$ cat config.mk
export PLATFORM = sky130hd
export DESIGN_NAME = ldm_stm_sequencer
export DESIGN_NICKNAME = d
export VERILOG_FILES = /design/src/rtl/ldm_stm_sequencer.sv
export SDC_FILE = /design/constraint.sdc
export NUM_CORES = 1
export LEC_CHECK = 0
export CAP_MARGIN = 10
export CORE_ASPECT_RATIO = 1.5
export CORE_UTILIZATION = 35
export DETAILED_ROUTE_END_ITERATION = 10
export HOLD_SLACK_MARGIN = 0.15
export PLACE_DENSITY = 0.66
export SLEW_MARGIN = 20
export SYNTH_ARGS = -nofsm -noshare
export SYNTH_HDL_FRONTEND = slang
export SYNTH_SLANG_ARGS = --single-unit
$ cat constraint.sdc
create_clock -name i_clk -period 13.5 [get_ports i_clk]
set_input_delay 2.025 -clock i_clk [delete_from_list [all_inputs] [get_ports i_clk]]
set_output_delay 2.025 -clock i_clk [all_outputs]
set_load 0.02 [all_outputs]
$ cat src/rtl/ldm_stm_sequencer.sv
// ldm_stm_sequencer: multi-cycle LDM/STM block-transfer engine (IA/IB/DA/DB).
// Moves one register per cycle between the register file and data memory,
// lowest register at the lowest address, then optionally writes back the base.
module ldm_stm_sequencer #(
  parameter int DATA_W = 32
) (
  input  logic              i_clk,
  input  logic              i_reset,
  input  logic              i_start,
  input  logic              i_is_load,
  input  logic              i_up,
  input  logic              i_pre,
  input  logic              i_wback,
  input  logic [3:0]        i_rn,
  input  logic [DATA_W-1:0] i_base,
  input  logic [15:0]       i_reg_list,
  output logic              o_busy,
  output logic              o_done,
  output logic [3:0]        o_ra,
  input  logic [DATA_W-1:0] i_rd,
  output logic [3:0]        o_wa3,
  output logic              o_we3,
  output logic [DATA_W-1:0] o_wd3,
  output logic              o_pc_we,
  output logic [DATA_W-1:0] o_pc_wd,
  output logic [DATA_W-1:0] o_mem_addr,
  output logic              o_mem_we,
  output logic [DATA_W-1:0] o_mem_wd,
  input  logic [DATA_W-1:0] i_mem_rd
);

  localparam logic [DATA_W-1:0] WORD = DATA_W'(4);

  typedef enum logic [1:0] {S_IDLE, S_XFER, S_WB, S_DONE} state_t;

  state_t              r_state, w_next;
  logic [15:0]         r_list;
  logic [DATA_W-1:0]   r_addr;
  logic [DATA_W-1:0]   r_final;
  logic [3:0]          r_rn;
  logic                r_is_load;
  logic                r_wb;

  logic [4:0]          w_cnt;
  logic [DATA_W-1:0]   w_span;
  logic [DATA_W-1:0]   w_first;
  logic [DATA_W-1:0]   w_final;
  logic                w_wb;
  logic [3:0]          w_cur;
  logic                w_last;

  // Transfer count of the incoming list
  always_comb begin
    w_cnt = '0;
    for (int i = 0; i < 16; i++) w_cnt = w_cnt + 5'(i_reg_list[i]);
  end

  assign w_span  = DATA_W'(w_cnt) << 2;
  assign w_final = i_up ? i_base + w_span : i_base - w_span;
  // Base writeback is suppressed when a load would also overwrite the base
  assign w_wb    = i_wback && (w_cnt != 5'd0) && (i_rn != 4'd15) &&
                   !(i_is_load && i_reg_list[i_rn]);

  // Lowest address of the block; transfers always walk upward from here
  always_comb begin
    case ({i_up, i_pre})
      2'b10:   w_first = i_base;
      2'b11:   w_first = i_base + WORD;
      2'b00:   w_first = i_base - w_span + WORD;
      default: w_first = i_base - w_span;
    endcase
  end

  // Lowest pending register, and whether it is the final one
  always_comb begin
    w_cur = 4'd0;
    for (int i = 15; i >= 0; i--) if (r_list[i]) w_cur = 4'(i);
  end
  assign w_last = ((r_list & (r_list - 16'd1)) == 16'd0);

  // State register and latched transfer context
  always_ff @(posedge i_clk) begin
    if (i_reset) begin
      r_state   <= S_IDLE;
      r_list    <= '0;
      r_addr    <= '0;
      r_final   <= '0;
      r_rn      <= '0;
      r_is_load <= 1'b0;
      r_wb      <= 1'b0;
    end else begin
      r_state <= w_next;
      if (r_state == S_IDLE && i_start) begin
        r_list    <= i_reg_list;
        r_addr    <= w_first;
        r_final   <= w_final;
        r_rn      <= i_rn;
        r_is_load <= i_is_load;
        r_wb      <= w_wb;
      end else if (r_state == S_XFER) begin
        r_list <= r_list & (r_list - 16'd1);
        r_addr <= r_addr + WORD;
      end
    end
  end

  // Next state
  always_comb begin
    w_next = r_state;
    case (r_state)
      S_IDLE: if (i_start) w_next = (w_cnt == 5'd0) ? S_DONE : S_XFER;
      S_XFER: if (w_last) w_next = r_wb ? S_WB : S_DONE;
      S_WB:   w_next = S_DONE;
      default: w_next = S_IDLE;
    endcase
  end

  // Port drive; everything held at zero while reset is asserted
  always_comb begin
    o_busy     = 1'b0;
    o_done     = 1'b0;
    o_ra       = '0;
    o_wa3      = '0;
    o_we3      = 1'b0;
    o_wd3      = '0;
    o_pc_we    = 1'b0;
    o_pc_wd    = '0;
    o_mem_addr = '0;
    o_mem_we   = 1'b0;
    o_mem_wd   = '0;
    if (!i_reset) begin
      case (r_state)
        S_XFER: begin
          o_busy     = 1'b1;
          o_mem_addr = r_addr;
          if (r_is_load) begin
            if (w_cur == 4'd15) begin
              o_pc_we = 1'b1;
              o_pc_wd = i_mem_rd;
            end else begin
              o_we3 = 1'b1;
              o_wa3 = w_cur;
              o_wd3 = i_mem_rd;
            end
          end else begin
            o_ra     = w_cur;
            o_mem_we = 1'b1;
            o_mem_wd = i_rd;
          end
        end
        S_WB: begin
          o_busy = 1'b1;
          o_we3  = 1'b1;
          o_wa3  = r_rn;
          o_wd3  = r_final;
        end
        S_DONE: begin
          o_busy = 1'b1;
          o_done = 1'b1;
        end
        default: ;
      endcase
    end
  end

endmodule
Word-level counts from Yosys, hierarchy flattened --
Index checks and enable logic that the tools add are counted.
Storage, ports and cells: register bits after elaboration 88, output and inout port bits 141, word-level logic and storage cells 117
Cells by class: muxes and demuxes 64, reduce and logical (&&, ||, !) cells 14, bitwise gates (word level) 1, eq/ne operators 9, $lt $le $gt $ge 1, add/sub/neg operators 21
Operator list (count):
- 2-to-1 mux 32 bit | 15
- adder 32 x 3 -> 32 bit (second input constant) | 3
- case mux 32 bit (3 select lines) | 1
- 2-to-1 mux 4 bit | 22
- case mux 32 bit (2 select lines) | 1
- adder 5 x 1 -> 5 bit | 11
- adder 32 x 7 -> 32 bit | 1
- 2-to-1 mux 16 bit | 2
- subtractor 32 x 7 -> 32 bit | 1
- AND 16 bit | 1
- zero test 16 bit | 1
- 2-to-1 mux 1 bit | 16
- subtractor 16 x 1 -> 16 bit (second input constant) | 1
- equality test 2 bit (second input constant) | 4
- case mux 4 bit (2 select lines) | 1
- 2-to-1 mux 2 bit | 3
- case mux 2 bit (3 select lines) | 1
- adder 4 x 1 -> 5 bit | 1
- logical AND 1 bit | 5
- zero test 5 bit | 1
- < comparator 4 x 5 -> 1 bit (second input constant) | 1
- nonzero test 5 bit | 1
- adder 3 x 1 -> 4 bit | 1
- binary-select mux 1 bit (select 4 bit) | 1
- 12 further kinds | 14

Depth between registers and ports, before layout --
word-level depth 21, gate-level depth with buffers 25, mapped depth without buffers 23

Worst setup path after synthesis --
OpenSTA, ideal clock, no wires.
kind input port to flip-flop, start point input i_reg_list[0], end point register r_addr[30], arrival 8138 ps, cell stages on the path 22, path slack 5302 ps, data required time 13441 ps, setup time 59 ps, cell sequence inv_1 fa_1 fa_1 fa_1 fa_1 inv_1 ha_1 inv_1 fa_1 xnor2_1 inv_1 ha_1 nor2_1 a2111oi_4 or4_1 a222oi_1 nand4_2 or4b_1 buf_2 or4_1 a21oi_1 o31a_1
On the way: word-level cells in the longest chain between the ends 19
Ends and longest elaborated chain:
- from (decl) | RTL line 16 | input logic [15:0] i_reg_list,
- adder 1 x 1 -> 2 bit (*) | RTL line 55 | for (int i = 0; i < 16; i++) w_cnt = w_cnt + 5'(i_reg_list[i]);
- adder 2 x 1 -> 3 bit (*) | RTL line 55
- adder 3 x 1 -> 4 bit (*) | RTL line 55
- adder 4 x 1 -> 5 bit (*) | RTL line 55
- adder 5 x 1 -> 5 bit (*) (11 in series) | RTL line 55
- subtractor 32 x 7 -> 32 bit (*) | RTL line 69, 70
- adder 32 x 3 -> 32 bit | RTL line 69 | 2'b00: w_first = i_base - w_span + WORD;
- case mux 32 bit (3 select lines) (*) | RTL line 66 | case ({i_up, i_pre})
- 2-to-1 mux 32 bit (*) | RTL line 93 | if (r_state == S_IDLE && i_start) begin
- to (signal assigned) | RTL line 95 | r_addr <= w_first;
- to (signal assigned) | RTL line 102 | r_addr <= r_addr + WORD;
- to (decl) | RTL line 38 | logic [DATA_W-1:0] r_addr;
Mark *: on every way between the ends. The rest lies on a longest branch, timed or not. A chain may end at the register's enable or synchronous reset.

Worst setup path after layout --
Ends and elaborated chain as after synthesis.

==> flow_metrics.py <==
metrics = {
    "outcome": {
        "outcome": "finished, final reports clean",
    },
    "floorplan": {
        "rows": 72,
        "coreArea_mm2": 0.0259,
        "die_h_um": 201,
        "num_io_pins": 264,
        "die_area_mm2": 0.0271,
        "initial_core_util": 0.357,
        "die_x_um": 135,
    },
    "clocking": {
        "cts_tree": "done",
        "cts_root_buffer": "clkbuf_16",
        "numCtsBuffers": 9,
        "post-cts-setup-buffers": 0,
        "clockBufferDepth": 2,
        "cts.clk_slew.worst_paths_ns": 0.06,
        "post_cts_resized": 0,
        "h-tree-depth": 3,
        "hold_buffers": 0,
        "cts_sinks": 88,
        "clk_latency_ns": 0.36,
    },
    "sta": {
        "whs_ns": 0.455,
        "slew_viol_final": 0,
        "fin_worst_skew_ns": 0.0132,
        "fin_tns_setup_ns": 0,
        "rsz0062_at_grt": "no",
        "setup_violations": 0,
        "hold_viol_final": 0,
        "max_freq_mhz": 103,
        "tightest_slew_ns": 1.17,
        "min_period_ns": 9.71,
        "slew_headroom": 0.216,
        "fin_crit_sh": 0.719,
    },
    "finish": {
        "multi_input_area_mm2": 0.00689,
        "seq_area_mm2": 0.00176,
        "stdcell_count": 1828,
        "fill_cells": 2627,
        "drive_gt1_frac": 0.0368,
        "fin_nets": 1651,
        "syn_to_final_growth_pct": 33.9,
        "diodes": 0,
        "stdcell_area_mm2": 0.0124,
    },
    "place": {
        "place_congestion": 0.962,
        "hpwl_mm": 27.4,
        "io_buffers": 263,
        "placed_area_mm2": 0.0120,
        "placed_cells": 1812,
    },
    "setup_path": {
        "cp-start-kind": "input port",
        "cp.required_ns": 13.79,
        "crit_slowest_cell": "a211oi_2",
        "ff2ff_path_depth": 7,
        "setup.worst_path.end_class": "register",
        "cp.arrival_ns": 10.00,
        "worst_path_most_repeated_cell": "fa_1",
        "crit_chain": "clkdlybuf4s50_1, inv_1, fa_1, fa_1, fa_1, fa_1, inv_1, ha_1, a21o_1, a21oi_1, xnor2_1, ha_1, and2b_1, a211oi_2, o21ai_0, a222oi_1, nand4_2, or4b_1, or4_1, a21oi_1, o31a_1",
        "r2r_start": "r_state[0]",
        "critPathKind": "in -> reg",
        "rrSetupSlack_ns": 10.69,
        "cpPeakStageDelay_ns": 0.96,
        "crit_fanout": 16,
        "r2r_end": "r_addr[21]",
        "cp.buffers_inverters": 3,
        "crit_family": "adder cells",
    },
    "route": {
        "vias": 10500,
        "wl_mm": 35.5,
        "drt-initial-drc-count": 674,
        "wl_per_cell_um": 19.4,
        "vias_per_cell": 5.74,
        "ant_nets": 0,
        "first_pass_iters": 5,
        "drc_errors": 0,
    },
    "min_path": {
        "holdCritStartpoint": "r_final[28]",
        "hold_depth": 2,
        "min_delay_worst_endpoint": "r_final[28]",
        "hold_path_class": "reg -> reg",
    },
    "power": {
        "power_switching_mw": 0.781,
        "leakage_nw": 4.42,
        "p_int_mw": 0.892,
        "ir_worst_vdd_mv": 0.0982,
        "power_mw": 1.67,
        "seq_power_share": 0.235,
        "p_comb_frac": 0.583,
        "p_clk_frac": 0.182,
        "swShare": 0.467,
        "powerDensity_mw_per_mm2": 135,
    },
    "logic_synthesis": {
        "synth_edf_count": 0,
        "yosysSeqAreaShare": 0.191,
        "syn_area_per_cell_um2": 7.09,
        "yosysWarnings": 0,
        "synth_ff_type": "dfxtp_1",
        "syn-cell-area_mm2": 0.00924,
        "ys_ff_latch": 88,
        "synthCells": 1303,
        "syn-num-nets": 1464,
        "async_flop_share": 0,
        "synth_cell_types": 79,
    },
    "job": {
        "drv_cap": 0,
    },
    "global_route": {
        "track_usage": 0.261,
        "grt_max_degree": 69,
        "antenna_found_initial": 0,
        "grt_pass1_wl_mm": 55.2,
        "grt_overflow": 0,
        "first_global_vias": 10300,
    },
}
synthesized netlist by cell type, drive strengths merged, types with 16 or more instances:
cell type	number	area, µm²
nand2	166	631
and2	110	688
a21oi	107	536
nor2	89	334
clkbuf	88	330
dfxtp	88	1760
xnor2	59	517
inv	56	210
a211oi	45	343
nand3	44	220
xor2	43	377
o21ai	41	205
a22o	36	315
ha	26	325
nor3	26	130
nor4	23	171
nand4	18	119
or3	16	100
tightest hold or removal path: stages, from the launching register on:
cell	delay (ns)
dfxtp_1	0.31
nand2_1	0.05
a21oi_1	0.05
cell type report:
class | instances | share of cell area
Clock buffer | 12 | 0.0207
Clock inverter | 4 | 0.00799
Inverter | 57 | 0.0173
Multi-Input combinational cell | 1057 | 0.557
Sequential cell | 88 | 0.142
Tap cell | 333 | 0.0337
Timing Repair Buffer | 277 | 0.221
cells in the final DEF, fill, tap and decap left out, types with 10 or more instances in the layout:
cell type        netlist  final
dfxtp_1               88     88
a22o_1                36     36
ha_1                  26     26
or3_1                 16     16
clkdlybuf4s50_1        0    262
and3_1                12     12
inv_1                 56     56
and2_1               110    109
nand4_1               17     17
a21oi_1              107    107
xnor2_1               59     59
nor2_1                89     89
buf_4                  0     14
nand3_1               44     44
fa_1                  12     12
nor4_1                20     20
nand2b_1              12     12
or4_1                 10     10
xor2_1                43     43
mux2i_1               10     10
o31ai_1               14     14
nor3_1                26     26
a31oi_1               14     14
o21ai_0               41     41
a211oi_1              44     44
nand2_1              165    164
per-layer routing:
layer,routed length [µm],track usage
met3,1960,0.0341
met5,0,0
met4,2080,0.153
met2,18800,0.496
met1,12600,0.267
power groups by stage:
stage / Clock (mW) / Combinational (mW) / Sequential, mW
detailed placement: 0 / 0.959 / 0.398
finish: 0.305 / 0.976 / 0.392
global placement: 0 / 0.950 / 0.396
CTS: 0.310 / 0.966 / 0.392
global route: 0.319 / 1.07 / 0.402
floorplan: 0 / 0.663 / 0.373
worst max path at each step:
stage	slack, ns	startpoint	cells after the start	endpoint
after floorplan	5.30	i_reg_list[0]	22	r_addr[30]
after CTS	3.92	i_reg_list[0]	21	r_addr[30]
after detailed placement	3.60	i_reg_list[0]	21	r_addr[30]
after global placement	3.75	i_reg_list[0]	21	r_addr[30]
after global routing	3.38	i_reg_list[0]	21	r_addr[30]
final	3.79	i_reg_list[0]	21	r_addr[30]
metrics by stage:
step / utilization / worst slack (ns)
2_1_floorplan: - / 5.30
3_3_place_gp: 0.465 / 3.75
3_5_place_dp: 0.465 / 3.60
4_1_cts: 0.479 / 3.92
5_1_grt: 0.479 / 3.38
6_report: 0.479 / 3.79
sequential cells by signal, summed over array words and instances (netlist names):
name	flops
r_wb	1
r_list	16
r_rn	4
r_state	2
r_addr	32
r_is_load	1
r_final	32
kinds of logic (layout without fill, tap and decap cells):
group / count (synthesis) / after routing / synth area share
AOI/OAI and AO/OA: 328 / 328 / 0.239
xor gates and xnor gates: 102 / 102 / 0.0967
adders and majority gates: 39 / 39 / 0.0623
buffers and inverters: 158 / 350 / 0.0650
DFF: 88 / 88 / 0.191
muxes: 15 / 15 / 0.0230
and+or+nand+nor: 573 / 573 / 0.323
Note: power is estimated with default switching activity, not from simulation.
